[src/rtl/e203_lsu_thread_arb_pkg.sv]
// e203_lsu_thread_arb_pkg
//   Shared definitions for the per-thread LSU AGU arbiter: thread count,
//   instruction tag width, the lock FSM state type and helpers for
//   addressing a thread's slice inside the flattened per-thread buses.
package e203_lsu_thread_arb_pkg;

  localparam int E203_THREADS_NUM = 2;
  localparam int E203_ITAG_WIDTH  = 1;

  typedef enum logic {
    ARB_OPEN   = 1'b0,
    ARB_LOCKED = 1'b1
  } arb_state_e;

  // Low bit of thread idx's field in a bus of fields w bits wide.
  function automatic int thr_lo(input int idx, input int w);
    return idx * w;
  endfunction

  // Thread index following idx, wrapping at n.
  function automatic int thr_next(input int idx, input int n);
    return (idx + 1 >= n) ? 0 : idx + 1;
  endfunction

endpackage

[src/rtl/e203_lsu_arb_ostd_fifo.sv]
// e203_lsu_arb_ostd_fifo
//   Synchronous FIFO holding the thread index of each outstanding
//   back2agu command, so responses can be steered back in issue order.
// Ports:
//   clk, rst          clock, synchronous active-high reset (empties FIFO)
//   i_push, i_din     write strobe and thread index
//   i_pop             read strobe (head advances)
//   o_head            thread index at the head
//   o_full, o_empty   occupancy flags
module e203_lsu_arb_ostd_fifo #(
  parameter int DEPTH = 2,
  parameter int DW    = 1
) (
  input  logic          clk,
  input  logic          rst,
  input  logic          i_push,
  input  logic [DW-1:0] i_din,
  input  logic          i_pop,
  output logic [DW-1:0] o_head,
  output logic          o_full,
  output logic          o_empty
);

  localparam int PW = (DEPTH > 1) ? $clog2(DEPTH) : 1;
  localparam int CW = PW + 1;

  logic [DW-1:0] r_mem [DEPTH];
  logic [PW-1:0] r_wptr;
  logic [PW-1:0] r_rptr;
  logic [CW-1:0] r_cnt;

  always_ff @(posedge clk) begin
    if (rst) begin
      r_wptr <= '0;
      r_rptr <= '0;
      r_cnt  <= '0;
    end else begin
      if (i_push) r_wptr <= r_wptr + 1'b1;
      if (i_pop)  r_rptr <= r_rptr + 1'b1;
      // Simultaneous push and pop leaves the count unchanged.
      if (i_push && !i_pop)      r_cnt <= r_cnt + 1'b1;
      else if (i_pop && !i_push) r_cnt <= r_cnt - 1'b1;
    end
  end

  // Storage needs no reset: entries are only read once counted valid.
  always_ff @(posedge clk) begin
    if (i_push) r_mem[r_wptr] <= i_din;
  end

  assign o_head  = r_mem[r_rptr];
  assign o_full  = (r_cnt == CW'(DEPTH));
  assign o_empty = (r_cnt == '0);

endmodule

[src/rtl/e203_lsu_thread_arb.sv]
// e203_lsu_thread_arb
//   Round-robin arbiter of per-thread AGU ICB command channels onto the
//   single LSU AGU command port. Holds the grant across locked (AMO)
//   sequences and routes back2agu responses to the issuing thread.
// Ports:
//   clk, rst                  clock, synchronous active-high reset
//   t_cmd_*                   per-thread command channels (thread i = slice i)
//   agu_icb_cmd_*             muxed command to the LSU, thread_sel one-hot
//   agu_icb_rsp_*             LSU response channel
//   t_rsp_*                   routed response (one-hot valid, shared payload)
//   arb_err                   sticky: response with nothing outstanding
//   arb_active                clock-gate request
//
// state      | meaning
// ARB_OPEN   | round-robin grant starting at r_rr_ptr
// ARB_LOCKED | only r_owner may be granted until it hands off with lock=0
module e203_lsu_thread_arb
  import e203_lsu_thread_arb_pkg::*;
#(
  parameter int THREADS = E203_THREADS_NUM,
  parameter int XLEN    = 32,
  parameter int AW      = 32,
  parameter int ITAG_W  = E203_ITAG_WIDTH,
  parameter int OSTD    = 2
) (
  input  logic                     clk,
  input  logic                     rst,
  input  logic [THREADS-1:0]       t_cmd_valid,
  output logic [THREADS-1:0]       t_cmd_ready,
  input  logic [THREADS*AW-1:0]    t_cmd_addr,
  input  logic [THREADS*XLEN-1:0]  t_cmd_wdata,
  input  logic [THREADS*XLEN/8-1:0] t_cmd_wmask,
  input  logic [THREADS*2-1:0]     t_cmd_size,
  input  logic [THREADS*ITAG_W-1:0] t_cmd_itag,
  input  logic [THREADS-1:0]       t_cmd_read,
  input  logic [THREADS-1:0]       t_cmd_lock,
  input  logic [THREADS-1:0]       t_cmd_excl,
  input  logic [THREADS-1:0]       t_cmd_back2agu,
  input  logic [THREADS-1:0]       t_cmd_usign,
  output logic                     agu_icb_cmd_valid,
  input  logic                     agu_icb_cmd_ready,
  output logic [AW-1:0]            agu_icb_cmd_addr,
  output logic                     agu_icb_cmd_read,
  output logic [XLEN-1:0]          agu_icb_cmd_wdata,
  output logic [XLEN/8-1:0]        agu_icb_cmd_wmask,
  output logic                     agu_icb_cmd_lock,
  output logic                     agu_icb_cmd_excl,
  output logic [1:0]               agu_icb_cmd_size,
  output logic                     agu_icb_cmd_back2agu,
  output logic                     agu_icb_cmd_usign,
  output logic [ITAG_W-1:0]        agu_icb_cmd_itag,
  output logic [THREADS-1:0]       agu_icb_cmd_thread_sel,
  input  logic                     agu_icb_rsp_valid,
  output logic                     agu_icb_rsp_ready,
  input  logic                     agu_icb_rsp_err,
  input  logic                     agu_icb_rsp_excl_ok,
  input  logic [XLEN-1:0]          agu_icb_rsp_rdata,
  output logic [THREADS-1:0]       t_rsp_valid,
  input  logic [THREADS-1:0]       t_rsp_ready,
  output logic                     t_rsp_err,
  output logic                     t_rsp_excl_ok,
  output logic [XLEN-1:0]          t_rsp_rdata,
  output logic                     arb_err,
  output logic                     arb_active
);

  localparam int TW = (THREADS > 1) ? $clog2(THREADS) : 1;

  arb_state_e       r_state, w_state_nxt;
  logic [TW-1:0]    r_rr_ptr, w_rr_nxt;
  logic [TW-1:0]    r_owner, w_owner_nxt;
  logic             r_arb_err;

  logic [TW-1:0]    w_gnt;
  logic             w_gnt_vld;
  logic [THREADS-1:0] w_sel;
  logic             w_stall;
  logic             w_cmd_go;
  logic             w_cmd_hs;
  logic             w_push, w_pop;
  logic [TW-1:0]    w_head;
  logic             w_full, w_empty;

  // Grant: owner only while locked, else first valid thread from r_rr_ptr.
  always_comb begin
    int idx;
    w_gnt     = r_rr_ptr;
    w_gnt_vld = 1'b0;
    idx       = 0;
    if (r_state == ARB_LOCKED) begin
      w_gnt     = r_owner;
      w_gnt_vld = t_cmd_valid[r_owner];
    end else begin
      for (int k = 0; k < THREADS; k++) begin
        idx = int'(r_rr_ptr) + k;
        if (idx >= THREADS) idx = idx - THREADS;
        if (!w_gnt_vld && t_cmd_valid[idx]) begin
          w_gnt_vld = 1'b1;
          w_gnt     = TW'(idx);
        end
      end
    end
  end

  always_comb begin
    w_sel = '0;
    if (w_gnt_vld) w_sel[w_gnt] = 1'b1;
  end

  // Stall looks only at the registered full flag, never at a same-cycle pop.
  assign w_stall  = w_gnt_vld & t_cmd_back2agu[w_gnt] & w_full;
  assign w_cmd_go = ~rst & ~w_stall & agu_icb_cmd_ready;

  assign agu_icb_cmd_valid      = ~rst & w_gnt_vld & ~w_stall;
  assign t_cmd_ready            = w_sel & {THREADS{w_cmd_go}};
  assign agu_icb_cmd_thread_sel = rst ? '0 : w_sel;
  assign w_cmd_hs               = agu_icb_cmd_valid & agu_icb_cmd_ready;

  assign agu_icb_cmd_addr     = t_cmd_addr[thr_lo(int'(w_gnt), AW) +: AW];
  assign agu_icb_cmd_wdata    = t_cmd_wdata[thr_lo(int'(w_gnt), XLEN) +: XLEN];
  assign agu_icb_cmd_wmask    = t_cmd_wmask[thr_lo(int'(w_gnt), XLEN/8) +: XLEN/8];
  assign agu_icb_cmd_size     = t_cmd_size[thr_lo(int'(w_gnt), 2) +: 2];
  assign agu_icb_cmd_itag     = t_cmd_itag[thr_lo(int'(w_gnt), ITAG_W) +: ITAG_W];
  assign agu_icb_cmd_read     = t_cmd_read[w_gnt];
  assign agu_icb_cmd_lock     = t_cmd_lock[w_gnt];
  assign agu_icb_cmd_excl     = t_cmd_excl[w_gnt];
  assign agu_icb_cmd_back2agu = t_cmd_back2agu[w_gnt];
  assign agu_icb_cmd_usign    = t_cmd_usign[w_gnt];

  always_ff @(posedge clk) begin
    if (rst) begin
      r_state  <= ARB_OPEN;
      r_rr_ptr <= '0;
      r_owner  <= '0;
    end else begin
      r_state  <= w_state_nxt;
      r_rr_ptr <= w_rr_nxt;
      r_owner  <= w_owner_nxt;
    end
  end

  // While locked the grant is the owner, so a lock=0 handshake here is
  // always the owner handing off and the pointer moves past it.
  always_comb begin
    w_state_nxt = r_state;
    w_rr_nxt    = r_rr_ptr;
    w_owner_nxt = r_owner;
    if (w_cmd_hs) begin
      if (agu_icb_cmd_lock) begin
        w_state_nxt = ARB_LOCKED;
        w_owner_nxt = w_gnt;
      end else begin
        w_state_nxt = ARB_OPEN;
        w_rr_nxt    = TW'(thr_next(int'(w_gnt), THREADS));
      end
    end
  end

  assign w_push = w_cmd_hs & agu_icb_cmd_back2agu;
  assign w_pop  = agu_icb_rsp_valid & agu_icb_rsp_ready & ~w_empty;

  e203_lsu_arb_ostd_fifo #(
    .DEPTH (OSTD),
    .DW    (TW)
  ) u_ostd_fifo (
    .clk     (clk),
    .rst     (rst),
    .i_push  (w_push),
    .i_din   (w_gnt),
    .i_pop   (w_pop),
    .o_head  (w_head),
    .o_full  (w_full),
    .o_empty (w_empty)
  );

  // With nothing outstanding the response is accepted and dropped.
  always_comb begin
    t_rsp_valid = '0;
    if (!rst && !w_empty) t_rsp_valid[w_head] = agu_icb_rsp_valid;
  end

  assign agu_icb_rsp_ready = ~rst & (w_empty | t_rsp_ready[w_head]);
  assign t_rsp_err         = agu_icb_rsp_err;
  assign t_rsp_excl_ok     = agu_icb_rsp_excl_ok;
  assign t_rsp_rdata       = agu_icb_rsp_rdata;

  always_ff @(posedge clk) begin
    if (rst) r_arb_err <= 1'b0;
    else if (agu_icb_rsp_valid && w_empty) r_arb_err <= 1'b1;
  end

  assign arb_err    = r_arb_err;
  assign arb_active = (|t_cmd_valid) | ~w_empty | (r_state == ARB_LOCKED);

endmodule

[config.mk]
export PLATFORM = sky130hd
export DESIGN_NAME = e203_lsu_thread_arb
export DESIGN_NICKNAME = d
export VERILOG_FILES = /design/src/rtl/e203_lsu_thread_arb_pkg.sv /design/src/rtl/e203_lsu_arb_ostd_fifo.sv /design/src/rtl/e203_lsu_thread_arb.sv
export SDC_FILE = /design/constraint.sdc
export NUM_CORES = 1
export LEC_CHECK = 0
export CAP_MARGIN = 25
export CORE_AREA = 2 2 122 124
export DETAILED_ROUTE_END_ITERATION = 8
export DIE_AREA = 0 0 124 126
export DONT_BUFFER_PORTS = 1
export REMOVE_ABC_BUFFERS = 1
export SLEW_MARGIN = 10
export SYNTH_ARGS = -nofsm -noshare
export SYNTH_HDL_FRONTEND = slang
export SYNTH_SLANG_ARGS = --single-unit
export TNS_END_PERCENT = 30
[constraint.sdc]
create_clock -name clk -period 3.7 [get_ports clk]
set_clock_uncertainty 0.1 [all_clocks]
set_input_delay 0.74 -clock clk [delete_from_list [all_inputs] [get_ports clk]]
set_output_delay 0.74 -clock clk [all_outputs]
set_load 0.05 [all_outputs]
Yosys cells after proc, flatten, opt, wreduce, memory -nomap -nowiden
Memories as Yosys holds them, arrays and structs flattened. A register that Yosys moved wholly into a read port is not among the register bits.
Cells that the tools add are included.
Widths: inputs -> output; s select.

word-level totals
  bits in registers = 8
  memory bits (writable) = 2
  bits of input ports = 194
  word-level logic and storage cells = 115
  memories kept = 1

memory list
  name               words  bits a word  read ports  clocked after memory_dff  wr ports  RTL line                      RTL
  u_ostd_fifo.r_mem  2      1            1           1                         1         e203_lsu_arb_ostd_fifo.sv:27  logic [DW-1:0] r_mem [DEPTH];

cells by class
  add/subtract/negate cells = 8
  $lt $le $gt $ge = 10
  equality and inequality tests = 1
  shift operators = 5
  muxes and demuxes = 46
  bitwise operators = 20
  reduce and logical (&&, ||, !) cells = 17

operators by type and width
  cell                 count
  $mux 32              4
  $shiftx 64x7->32     2
  $lt 32x3->1 const B  2
  $mux 1               35
  $and 1x1->1          11
  $mux 2               5
  $shiftx 8x4->4       1
  $logic_and 1x1->1    7
  $lt 1x2->1 const B   3
  $logic_not 1->1      5
  $add 1x1->2 const B  2
  $and 2x2->2          2
  $ge 2x2->1 const B   2
  $not 1->1            4
  $reduce_and 2->1     2
  $shiftx 4x3->2       1
  $or 1x1->1           3
  $sub 1x2->3 const B  1
  $sub 2x2->3 const B  1
  $add 1x1->1 const B  2
  $add 2x1->2 const B  1
  $demux 1 s1          2
  $eq 2x2->1 const B   1
  $ge 1x1->1 const B   2
  6 further kinds      6

Logic depth before layout (Yosys ltp)
  depth in word-level cells = 24
  mapped depth = 9

Modules after synthesis
Synthesis repeated with hierarchy kept, for this count alone.

second synthesis, totals
  cells, all modules = 197
  area total of the unflattened synthesis = 1845.5 µm²

modules (own cells, without submodules)
  module                  times used  cells each  area an instance (µm²)  sequential area each (µm²)
  e203_lsu_thread_arb     1           172         1566.5                  80.1
  e203_lsu_arb_ostd_fifo  1           25          279.0                   160.2

Least setup slack after synthesis
Ideal clock, no wire load.

  path type = input-to-output
  from = input t_cmd_valid[0]
  to = output t_cmd_ready[1]
  arrival = 2642 ps
  data required time = 2860 ps
  path slack = 218 ps
  stages = 6
  cell sequence = nand2b_1 > a211o_1 > and3_1 > o21ai_1 > nand2_1 > nor3_1

on the way
  word-level cells in the longest chain between the ends = 17

RTL lines
  what                                        RTL line                    RTL
  start: declaration                          e203_lsu_thread_arb.sv:28   input logic [THREADS-1:0] t_cmd_valid,
  $mux 1 (not written as such) (3 in series)  e203_lsu_thread_arb.sv:97   if (!w_gnt_vld && t_cmd_valid[idx]) begin
  $mux 1                                      e203_lsu_thread_arb.sv:97
  $mux 1                                      e203_lsu_thread_arb.sv:90   if (r_state == ARB_LOCKED) begin
  $logic_not 1->1                             e203_lsu_thread_arb.sv:97
  $logic_and 1x1->1                           e203_lsu_thread_arb.sv:97
  $mux 1                                      e203_lsu_thread_arb.sv:97
  $mux 1                                      e203_lsu_thread_arb.sv:90
  $mux 1 (not written as such) (2 in series)  e203_lsu_thread_arb.sv:111  assign w_stall = w_gnt_vld & t_cmd_back2agu[w_gnt] & w_full;
  $and 1x1->1 (2 in series)                   e203_lsu_thread_arb.sv:111
  $not 1->1                                   e203_lsu_thread_arb.sv:112  assign w_cmd_go = ~rst & ~w_stall & agu_icb_cmd_ready;
  $and 1x1->1 (2 in series)                   e203_lsu_thread_arb.sv:112
  $and 2x2->2 (*)                             e203_lsu_thread_arb.sv:115  assign t_cmd_ready = w_sel & {THREADS{w_cmd_go}};
  end: declaration                            e203_lsu_thread_arb.sv:29   output logic [THREADS-1:0] t_cmd_ready,

Mark *: on every way between the ends. The rest lies on a longest branch, timed or not. The select of a mux whose other input is x is not followed.

Worst setup path in the final report
  from = input t_cmd_valid[0]
  to = output agu_icb_cmd_wmask[3]

on the way
  word-level cells in the longest chain between the ends = 10

RTL lines
  what                                        RTL line                    RTL
  $mux 1 (not written as such) (3 in series)  e203_lsu_thread_arb.sv:97
  $mux 1                                      e203_lsu_thread_arb.sv:97
  $mux 1                                      e203_lsu_thread_arb.sv:90
  $logic_not 1->1                             e203_lsu_thread_arb.sv:97
  $logic_and 1x1->1                           e203_lsu_thread_arb.sv:97
  $mux 1 (*)                                  e203_lsu_thread_arb.sv:97
  $mux 1 (*)                                  e203_lsu_thread_arb.sv:90
  $shiftx 8x4->4 (*)                          e203_lsu_thread_arb.sv:121  assign agu_icb_cmd_wmask = t_cmd_wmask[thr_lo(int'(w_gnt), XLEN/8) +: XLEN/8];
  end: declaration                            e203_lsu_thread_arb.sv:45   output logic [XLEN/8-1:0] agu_icb_cmd_wmask,

Marks and branches as above.

==> summary.md <==
| Metric | Value |
|---|---|
| TNS Setup | `0 ns` |
| Largest net degree at the start of global routing | `63` |
| Gpl congestion | `0.7523` |
| Rows | `44` |
| Antenna violations before repair | `1` |
| Starting density of the core | `0.1260` |
| Layout cells sized above 1 | `0.5357` |
| Via density | `around 4.2` |
| Highest Signal Layer | `met5` |
| Cell family with most CP delay | `multiplexers` |
| Final Hold Viols | `0` |
| Vias in the first global route | `~1,400` |
| Vias | `1,500` |
| Maxcap violations | `0` |
| CP Capture Type | `output pin` |
| Top post-synthesis cells by area | `mux2_2 (44%), buf_4 (15%), dfxtp_1 (10%)` |
| Max Root-Sink Buffers | `2` |
| Levels on crit path | `5` |
| Yosys top cell area share | `0.4369` |
| CTS Sinks | `11` |
| Ys Warns | `0` |
| Post-CTS Setup Bufs | `0` |
| Resize count post-CTS | `0` |
| Async S/R FF share, synth | `0` |
| Synth Instances | `198` |
| Total chip power | `between 1 and 1.5 mW` |
| Tmin final | `2.975 ns` |
| Met3 wire len | `2086 um` |
| Outcome | `completed` |
| Final nets | `364` |
| Core Box Area | `14,310 um2` |
| Pre-antenna DRT Iters | `4` |
| CP peak stage delay | `0.56 ns` |
| Min-Delay Path Class | `register to register` |
| Crit start category | `primary input` |
| Die width | `124 um` |
| Lkg Pwr | `0.6271 nW` |
| Crit-path cells | `nand2b_1, a211oi_2, nor2_4, buf_12, mux2_1` |
| Top FF cell, synth | `dfxtp_1` |
| Critical Path RT | `2.86 ns` |
| CTS tree | `built` |
| Drt drc | `0` |
| IO Pins | `approximately 310` |
| Met1 WL | `3119 um` |
| DR WL met2 | `around 4000 um` |
| Htree depth | `1` |
| Synthesized area per cell | `9.112 um2` |
| Fillers | `1,637` |
| Hold bufs inserted after CTS | `0` |
| Fin. max-slew vios | `0` |
| All-Layer GR Usage | `0.1042` |
| EDFF count, synth | `2` |
| Reg clk slew, reported paths | `0.04 ns` |
| Worst R2R Path Depth | `9` |
| Post-Syn Area | `1804 um2` |
| Cell Pwr Density | `581.8 nW/um2` |
| Fin crit share | `0.8042` |
| WP buf/inv | `1` |
| Root Driver | `clkbuf_16` |
| Worst hold path depth | `2` |
| Count leader, synth | `mux2_2` |
| VDD IR max | `0.2812 mV` |
| IO Port Bufs | `0` |
| Fin util | `0.1330` |
| Unrepaired setup endpoints after global routing | `no` |
| DRT Wirelength | `9269 um` |
| Total gr overflow | `0` |
| CP Class | `primary input to output pin` |
| Average wire per standard cell | `~26 um` |
| Synth Register Bits | `11` |
| DR iter-0 viols | `approximately 70` |
| TritonCTS buffer count | `3` |
| Relative slew margins | `0.4398` |
| Seq/Total Area, Yosys | `0.1331` |
| Most common library cells after synthesis | `mux2_2 (70), buf_4 (35), nor2_1 (11)` |
| WP data arrival | `2.14 ns` |
| Die Footprint | `15,620 um2` |
| Slowest cell on crit path | `mux2_1` |
| Yosys top cell by area | `mux2_2` |
| Synthesis-to-layout area growth | `5.479%` |
| Max FO, Critical Path | `between 60 and 70` |
| First-pass GRT wire length | `11,120 um` |
| Skew-Pair Late Insertion Delay | `0.23 ns` |
| Detailed placement HPWL | `around 8000 um` |
| Finish-stage setup viols | `0` |
| Slew at the pin closest to its max-slew limit | `0.8358 ns` |
| Post-DRT Antenna Nets | `0` |
| Die Ht | `between 100 and 150 um` |
| Peak Freq | `336.1 MHz` |
| Library cells used by synthesis | `39` |
-- tightest hold or removal path, delay by kind of cell, from the launching register on --
kind             cells  cell delay, ns
AND/OR/NAND/NOR      1            0.07
flip-flops           1            0.30
AO/OA/AOI/OAI        1            0.06
-- cell usage in the layout (no fill, tap or decap), types with 3 or more instances in the layout --
cell / count
clkbuf_16: 3
dfxtp_1: 9
mux2i_1: 3
mux2_2: 70
nor3_2: 3
buf_4: 8
nor2_1: 11
a21oi_1: 8
nand2_1: 7
mux2_1: 5
inv_1: 3
nor2b_1: 3
-- state kept, by name (all words and copies together) (netlist names), named ones only --
register            count
u_ostd_fifo.r_cnt       2
u_ostd_fifo.r_mem       2
arb_err                 1
r_owner                 1
r_rr_ptr                1
r_state                 1
u_ostd_fifo.r_rptr      1
u_ostd_fifo.r_wptr      1
-- power by group --
group          switching [mW]  leakage [nW]  internal, mW
Combinational           0.595         0.497         0.170
Clock                  0.0519        0.0382         0.145
Sequential             0.0135        0.0918         0.132
Total                   0.661         0.627         0.446
-- per-stage QoR --
step	hold WS (ns)	setup WS [ns]	instances	area [um2]
floorplan	0.3438	-0.9767	155	1496
global placement	0.3519	0.7792	348	1822
detailed placement	0.3620	0.7524	348	1822
CTS	0.3671	0.7464	352	1901
global route	0.3928	0.6854	352	1901
finish	0.3681	0.7246	353	1903
-- area by class of cell --
class                   count  area, um2  share of cell area
well taps                 184      230.2              0.1210
diodes                      1      2.502            0.001315
inverters                   3      11.26            0.005917
clock buffers               4      78.83             0.04142
repair buffers              9      80.08             0.04208
flip-flops and latches     11      240.2              0.1262
multi-input cells         141       1260              0.6621
-- metal layers --
| metal | up-vias | track usage |
|---|---|---|
| met1 | 677 | 0.1056 |
| met3 | 6 | 0.1205 |
| met5 | - | 0.05592 |
| met2 | 196 | 0.1441 |
| li1 | 619 | - |
| met4 | 2 | 0.005288 |
-- final timing paths --
check,endpoint,slack (ns),from
max,agu_icb_cmd_wmask[3],0.72,t_cmd_valid[0]
min,register,0.37,u_ostd_fifo.r_rptr
max reg2reg,u_ostd_fifo.r_cnt[1],1.20,r_rr_ptr
min reg2reg,register,0.37,u_ostd_fifo.r_rptr
-- logic make-up (layout without fill, tap and decap cells) --
group | Yosys count | count (layout) | share of synthesized area
adders and majority gates | 1 | 1 | 0.006934
DFF | 11 | 11 | 0.1331
buffers and inverters | 46 | 16 | 0.1768
other | 0 | 1 | 0
xor gates and xnor gates | 2 | 2 | 0.009711
AOI/OAI and AO/OA | 21 | 21 | 0.07560
muxes | 78 | 78 | 0.4847
and+or+nand+nor | 39 | 39 | 0.1130
(Power assumes the default switching activity.)
